<file path="src/rtl/mat_result_serializer.sv">
// -----------------------------------------------------------------------------
// mat_result_serializer
//
// Drain stage behind the pipelined SIMD matrix multiplier. A complete N x N
// result matrix is captured into a holding buffer. It is then streamed out one
// element per beat, tagged with its row/column and a last-element flag. While
// a matrix is still draining, cen_out is held low so the multiplier pipeline
// freezes. A frozen multiplier keeps presenting its finished matrix until this
// block is ready to take it.
//
// Ports:
//   clk        clock, all state updates on the rising edge
//   rst_n      asynchronous active-low reset
//   valid_in   multiplier valid_out
//   result_in  multiplier result matrix, [row][col]
//   cen_out    multiplier clock enable (1 = pipeline may advance)
//   m_data     current element
//   m_valid    m_data is valid
//   m_ready    downstream accepts the beat
//   m_row      row index of m_data
//   m_col      column index of m_data
//   m_last     final element of the matrix
//   mat_count  matrices fully emitted, wraps modulo 2^CW
//
// Handshake semantics:
//   Output beat : transfers on a rising edge where m_valid && m_ready. Once
//                 m_valid is high, it stays high and m_data/m_row/m_col/m_last
//                 hold stable until the beat transfers.
//   Capture     : transfers on a rising edge where valid_in && cen_out.
//                 valid_in seen while cen_out is low is ignored. The frozen
//                 multiplier re-presents the same matrix later.
// -----------------------------------------------------------------------------
module mat_result_serializer #(
    parameter int W_OUT     = 32,
    parameter int N         = 2,
    parameter int COL_MAJOR = 0,
    parameter int CW        = 16
) (
    input  logic                    clk,
    input  logic                    rst_n,
    input  logic                    valid_in,
    input  logic signed [W_OUT-1:0] result_in [N][N],
    output logic                    cen_out,
    output logic signed [W_OUT-1:0] m_data,
    output logic                    m_valid,
    input  logic                    m_ready,
    output logic [$clog2(N)-1:0]    m_row,
    output logic [$clog2(N)-1:0]    m_col,
    output logic                    m_last,
    output logic [CW-1:0]           mat_count
);

    localparam int             RW      = $clog2(N);
    localparam logic [RW-1:0]  IDX_MAX = RW'(N - 1);

    localparam logic [0:0] S_IDLE  = 1'b0;
    localparam logic [0:0] S_DRAIN = 1'b1;

    logic [0:0]              state_q;
    logic signed [W_OUT-1:0] mat_q [N][N];
    logic [RW-1:0]           row_q;
    logic [RW-1:0]           col_q;
    logic [RW-1:0]           row_d;
    logic [RW-1:0]           col_d;
    logic [CW-1:0]           count_q;
    logic                    beat;
    logic                    capture;

    // Output view of the buffer at the current index.
    assign m_valid   = (state_q == S_DRAIN);
    assign m_row     = row_q;
    assign m_col     = col_q;
    assign m_data    = mat_q[row_q][col_q];
    assign m_last    = (row_q == IDX_MAX) && (col_q == IDX_MAX);
    assign mat_count = count_q;

    // The multiplier may only advance when the buffer is free: either it is
    // empty, or the last element is leaving on this very edge. The second
    // case is what allows back-to-back matrices with no bubble.
    assign cen_out = (state_q == S_IDLE) || (m_last && m_ready);

    assign beat    = m_valid && m_ready;
    assign capture = valid_in && cen_out;

    // Next element index for a non-last beat. The fast-moving coordinate
    // wraps and carries into the slow one.
    always_comb begin
        row_d = row_q;
        col_d = col_q;
        if (COL_MAJOR != 0) begin
            if (row_q == IDX_MAX) begin
                row_d = '0;
                col_d = col_q + RW'(1);
            end else begin
                row_d = row_q + RW'(1);
            end
        end else begin
            if (col_q == IDX_MAX) begin
                col_d = '0;
                row_d = row_q + RW'(1);
            end else begin
                col_d = col_q + RW'(1);
            end
        end
    end

    // Control: state, element index and completed-matrix counter.
    always_ff @(posedge clk or negedge rst_n) begin
        if (!rst_n) begin
            state_q <= S_IDLE;
            row_q   <= '0;
            col_q   <= '0;
            count_q <= '0;
        end else begin
            case (state_q)
                S_IDLE: begin
                    if (capture) begin
                        state_q <= S_DRAIN;
                        row_q   <= '0;
                        col_q   <= '0;
                    end
                end
                S_DRAIN: begin
                    if (beat) begin
                        if (m_last) begin
                            count_q <= count_q + CW'(1);
                            // The index returns to (0,0) whether a new
                            // matrix arrives or not. An idle block therefore
                            // shows m_last = 0.
                            row_q   <= '0;
                            col_q   <= '0;
                            if (!capture) begin
                                state_q <= S_IDLE;
                            end
                        end else begin
                            row_q <= row_d;
                            col_q <= col_d;
                        end
                    end
                end
                default: begin
                    state_q <= S_IDLE;
                    row_q   <= '0;
                    col_q   <= '0;
                end
            endcase
        end
    end

    // Holding buffer. It is only written on a capture, and a capture can
    // only occur when the buffer is empty or its last element is leaving.
    always_ff @(posedge clk or negedge rst_n) begin
        if (!rst_n) begin
            for (int r = 0; r < N; r++) begin
                for (int c = 0; c < N; c++) begin
                    mat_q[r][c] <= '0;
                end
            end
        end else if (capture) begin
            mat_q <= result_in;
        end
    end

endmodule

</file>
<file path="config.mk">
export PLATFORM = sky130hd
export DESIGN_NAME = mat_result_serializer
export DESIGN_NICKNAME = d
export VERILOG_FILES = /design/src/rtl/mat_result_serializer.sv
export SDC_FILE = /design/constraint.sdc
export NUM_CORES = 1
export LEC_CHECK = 0
export CORE_ASPECT_RATIO = 1.1
export CORE_UTILIZATION = 30
export DETAILED_ROUTE_END_ITERATION = 12
export DONT_BUFFER_PORTS = 1
export PLACE_DENSITY = 0.53
export SYNTH_ARGS = -nofsm -noshare
export SYNTH_HDL_FRONTEND = slang
export SYNTH_SLANG_ARGS = --single-unit
</file>
<file path="constraint.sdc">
create_clock -name clk -period 1.65 [get_ports clk]
set_clock_uncertainty 0.1 [all_clocks]
set_input_delay 0.165 -clock clk [delete_from_list [all_inputs] [get_ports clk]]
set_output_delay 0.165 -clock clk [all_outputs]
set_load 0.02 [all_outputs]
</file>
# Word level (Yosys, flattened, before mapping)
# Index checks and enable logic that the tools add are counted.
dict set report totals {
  ff_bits 147
  wordCells 46
}
dict set report op_classes {
  n_bitwise 3
  reduce_logical 8
  order_cmp 2
  n_eq_ne 3
  add_sub_neg 3
  n_mux 19
}
# operator n
set ops {}
lappend ops {{$mux W64} 3}
lappend ops {{$mux W32} 3}
lappend ops {{$add A16 B1 Y16 const B} 1}
lappend ops {{$mux W1} 10}
lappend ops {{$pmux W1 S2} 3}
lappend ops {{$reduce_and A3 Y1} 2}
lappend ops {{$ge A2 B2 Y1 const B} 2}
lappend ops {{$logic_and A1 B1 Y1} 4}
lappend ops {{$not A1 Y2} 2}
lappend ops {{$ne A3 B2 Y1 const B} 1}
lappend ops {{$add A1 B1 Y1 const B} 2}
lappend ops {{$ne A2 B1 Y1 const B} 1}
lappend ops {{$ne A2 B2 Y1 const B} 1}
lappend ops {{$reduce_and A2 Y1} 1}
lappend ops {{$logic_or A1 B1 Y1} 1}
lappend ops {{$not A1 Y1} 1}

# Longest topological paths before layout
dict set report depth {
  ltp_word 8
  depth_mapped 7
  mapped_depth_nobuf 5
}

# Least setup slack after synthesis
# Ideal clock, no wire load.
dict set report synth_path {
  path_type {register -> register}
  startpoint {reg row_q (netlist: m_row)}
  endpoint {reg mat_q[0] (netlist bit)}
  stages_incl_launch_ff 8
  path_slack_ns -0.293
  period_less_slack_ns 1.943
  n_path_buf 3
  setup_ns 0.125
  t_arrival_ns 1.718
  required_ns 1.425
  cell_sequence {dfrtp_1 buf_6 nand3_1 nand2_1 and2_4 buf_6 buf_6 mux2_4}
}
dict set report synth_via {
  elab_chain_len 4
}
# item line
set synth_lines {}
lappend synth_lines {{start, declared} 61} ;# logic [RW-1:0] row_q;
lappend synth_lines {{start signal, assigned} 136} ;# row_q <= row_d;
lappend synth_lines {{$logic_and A1 B1 Y1} 74} ;# assign m_last = (row_q == IDX_MAX) && (col_q == IDX_MAX);
lappend synth_lines {{$logic_and A1 B1 Y1} 80} ;# assign cen_out = (state_q == S_IDLE) || (m_last && m_ready);
lappend synth_lines {{$logic_or A1 B1 Y1} 80}
lappend synth_lines {{net cen_out} 43} ;# output logic cen_out,
lappend synth_lines {{$logic_and A1 B1 Y1} 83} ;# assign capture = valid_in && cen_out;
lappend synth_lines {{end signal, assigned} 160} ;# mat_q <= result_in;
lappend synth_lines {{end, declared} 60} ;# logic signed [W_OUT-1:0] mat_q [N][N];
# The timed path passes the listed nets, and every way through them passes these cells.
# A chain may end at the register's enable or synchronous reset.

# Final worst setup path
dict set report layout_path {
  startpoint {reg row_q (netlist: m_row)}
  endpoint {out m_data[9]}
}
dict set report layout_via {
  elab_chain_len 7
}
# item line
set layout_lines {}
lappend layout_lines {{$not A1 Y2 (implied by the code)} 73} ;# assign m_data = mat_q[row_q][col_q];
lappend layout_lines {{$mux W64 (implied by the code) (3 in series)} 73}
lappend layout_lines {{$mux W32 (implied by the code) (3 in series)} 73}
lappend layout_lines {{end, declared} 44} ;# output logic signed [W_OUT-1:0] m_data,
# No other way between the ends. The select of a mux whose other input is x is not followed.

==> run_results.csv <==
group,metric,value,unit
worst_setup_path,start_kind,"flip-flop",
final_layout,stdcell_area,10130,um2
sta,setup_viol_count_final,164,
worst_setup_path,crit_type,"flip-flop to primary output",
sta,fin_ws,-0.3114,ns
synth,syn_area_per_cell,17.59,um2
final_layout,multi_input_area,3010,um2
power_and_ir_drop,leakage,4.347,nW
routing,drt_pass1_iterations,4,
power_and_ir_drop,power.switching,5.987,mW
sta,clock.fmax,509.8,MHz
power_and_ir_drop,switching_share,31.45,%
placed_design,numPortBuffers,0,
sta,timing.final.crit_share,118.9,%
worst_setup_path,critPathCaptureType,"primary output",
clock_tree,ctsRootBufferMaster,"clkbuf_16",
placed_design,dp_worst_setup_slack,-0.04873,ns
worst_setup_path,worstPathCellList,"buf_6 > buf_12 > mux4_2",
power_and_ir_drop,peakVddDrop,0.8692,mV
sta,whs,-0.6515,ns
sta,slew_violations,0,
die,rows,57,
die,die_width,145.4,um
clock_tree,cts.sinks,147,
power_and_ir_drop,power.share.sequential,33.0,%
synth,yosysWarnings,0,
routing,num_vias,4117,
outcome,status,"complete, but fails checks",
routing,drc,0,
die,dieHeight,159.8,um
die,start_util,30.71,%
placed_design,routabilityCongestion,0.7442,
worst_setup_path,cpMaxStageDelayCell,"mux4_2",
worst_hold_path,min_path_type,"input pin to asynchronous set/reset pin",
global_routing,antenna_found_initial,0,
clock_tree,cts_tree,"built",
global_routing,grt_overflow,0,
global_routing,grt_max_degree,148,
global_routing,grt_pass1_vias,4681,
power_and_ir_drop,p_total,19.04,mW
final_layout,seqCellArea,3681,um2
power_and_ir_drop,p_clk_share,22.4,%
clock_tree,cts_buffers,17,
worst_setup_path,slowest_delay,0.59,ns
routing,postRouteAntennaNets,0,
final_layout,nets,715,
sta,rsz0062_at_grt,"yes",
routing,drt_iter0_drc,136,
synth,syn-instance-count,386,
die,die_area,23240,um2
clock_tree,path_clk_slew,0.06,ns
clock_tree,cts_htree_levels,4,
routing,avgRoutedWirePerCell,19.45,um
sta,relSlewSlack,76.48,%
synth,synth_seq_area_share,54.18,%
sta,min_period,1.961,ns
power_and_ir_drop,cellInternalPower,13.05,mW
synth,synth_area,6789,um2
synth,synth_seq_cells,147,
final_layout,syn_to_final_growth,49.19,%
worst_setup_path,worstPathMaxFanout,7,
outcome,violations,"hold timing, setup timing",
synth,synth_nets,519,
die,core_area,22110,um2
sta,worst_pin_slew,0.3529,ns
power_and_ir_drop,comb_power_share,44.6,%
final_layout,n_antenna_cell,0,
worst_setup_path,cp_data_arrival_time,1.70,ns
clock_tree,cts_buffer_depth,2,
die,ios,185,
routing,finalWirelength,17310,um
clock_tree,clock_latency,0.41,ns
placed_design,dp_hpwl,9550,um
sta,hold_violations,147,
power_and_ir_drop,power_density,1879,nW/um2
placed_design,place_area,7341,um2
synth,ys_types,28,
global_routing,grtUsageTotal,15.03,%
routing,via_per_inst,4.626,
worst_setup_path,cp_data_required_time,1.38,ns
run,drv_cap,0,
final_layout,drive_above_1_share,46.22,%
global_routing,grt_pass1_wl,26810,um
clock_tree,cts_hold_buf,130,
final_layout,final.fill_count,1927,
repair_timing:
action	4_1_cts	5_1_grt
gates resized for setup	28	21
pin swaps	2	5
cloned	12	9
setup endpoints to repair	90	176
buffers inserted	12	9
hold endpoints to repair	281	147
Yosys cell counts:
library cell | instances | share of area [%]
nand3_1 | 8 | 0.59
nand4_1 | 4 | 0.37
mux2_2 | 26 | 4.3
xor2_1 | 2 | 0.26
buf_6 | 15 | 2.5
nand2_1 | 10 | 0.55
a21oi_1 | 3 | 0.22
mux4_2 | 32 | 11
nor2_1 | 1 | 0.055
nor3_2 | 2 | 0.29
nand2b_1 | 1 | 0.092
nor3_1 | 1 | 0.074
ha_1 | 1 | 0.18
inv_1 | 1 | 0.055
mux2_4 | 100 | 22
and3_1 | 3 | 0.28
o21ai_0 | 2 | 0.15
a21boi_0 | 1 | 0.11
mux2_1 | 2 | 0.33
xnor2_1 | 13 | 1.7
and2_1 | 1 | 0.092
clkbuf_1 | 2 | 0.11
dfrtp_1 | 147 | 54
and2_4 | 1 | 0.13
buf_2 | 4 | 0.29
nand4_2 | 1 | 0.18
and4_1 | 1 | 0.13
buf_1 | 1 | 0.055
layer usage:
metal	wire, um	global-route usage [%]	up-vias
met5	0	0	-
met4	150	4.258	0
met3	881	4.629	13
met2	9159	25.74	121
met1	7114	18.20	2162
li1	-	-	1821
kinds of logic (layout without fill, tap and decap cells):
| logic type | Yosys count | count (layout) | share of synthesized area, % |
|---|---|---|---|
| compound gates | 6 | 6 | 0.4792 |
| xor+xnor | 15 | 15 | 1.935 |
| buf+inv | 23 | 231 | 3.004 |
| flops | 147 | 147 | 54.18 |
| fa+ha+maj | 1 | 1 | 0.1843 |
| mux | 160 | 160 | 37.38 |
| simple gates | 34 | 35 | 2.838 |
layout by cell type, fill, tap and decap left out, types with 2 or more instances in the layout:
| cell type | instances |
|---|---|
| a21oi_1 | 3 |
| and2_4 | 3 |
| and3_1 | 2 |
| buf_12 | 13 |
| buf_16 | 10 |
| buf_4 | 21 |
| buf_6 | 13 |
| buf_8 | 2 |
| bufbuf_16 | 2 |
| bufinv_16 | 4 |
| clkbuf_16 | 24 |
| clkbuf_8 | 4 |
| clkinv_2 | 2 |
| clkinv_4 | 2 |
| dfrtp_1 | 145 |
| dfrtp_2 | 2 |
| dlygate4sd3_1 | 130 |
| inv_6 | 2 |
| mux2_2 | 18 |
| mux2_4 | 109 |
| mux4_2 | 32 |
| nand2_1 | 9 |
| nand3_1 | 3 |
| nand3_2 | 4 |
| nand4_1 | 4 |
| nor3_2 | 3 |
| o21ai_0 | 2 |
| xnor2_1 | 13 |
| xor2_1 | 2 |
through the flow:
step           std cells  setup TNS [ns]  util, %
2_1_floorplan        386          -15.62        -
3_3_place_gp         689       -0.006643    33.20
3_5_place_dp         689         -0.3357    33.20
4_1_cts              875          -29.10    44.50
5_1_grt              890          -43.86    45.81
6_report             890          -33.56    45.81
worst paths after layout:
| kind | from | endpoint | slack [ns] | cells past startpoint |
|---|---|---|---|---|
| worst max register to register | m_row | mat_q[20] | -0.31 | 8 |
| worst min-delay path | rst_n | mat_count[8] | -0.65 | 0 |
| min in group clk | m_ready | m_valid | 0.05 | 4 |
| worst max-delay path | m_row | m_data[9] | -0.31 | 3 |
| worst min register to register | mat_q[98] | mat_q[98] | 0.40 | 1 |
| max in group asynchronous | rst_n | mat_q[14] | 1.85 | 0 |
sequential cells by signal, indices dropped and copies added (netlist names):
| signal | flops |
|---|---|
| m_col | 1 |
| m_row | 1 |
| m_valid | 1 |
| mat_count | 16 |
| mat_q | 128 |
power groups by stage:
stage / logic [mW] / registers, mW / clock network, mW
2_1_floorplan: 6.06 / 6.05 / 0
3_3_place_gp: 7.01 / 6.17 / 0
3_5_place_dp: 7.11 / 6.28 / 0
4_1_cts: 8.20 / 6.24 / 4.39
5_1_grt: 8.93 / 6.48 / 4.57
6_report: 8.49 / 6.28 / 4.27
cell type report:
| cell class | count | area share, % |
|---|---|---|
| inverters | 1 | 0.03706 |
| flip-flops and latches | 147 | 36.34 |
| multi-input cells | 217 | 29.72 |
| clock buffers | 21 | 4.744 |
| well taps | 295 | 3.644 |
| clock inverters | 11 | 1.705 |
| repair buffers | 198 | 23.80 |
worst max-delay path: cells and delay by family (launching register included):
family                 cells  cell delay, ns
buffers and inverters      2            0.28
flip-flops                 1            0.41
multiplexers               1            0.59
No activity file was read; power rests on OpenSTA's default activity.
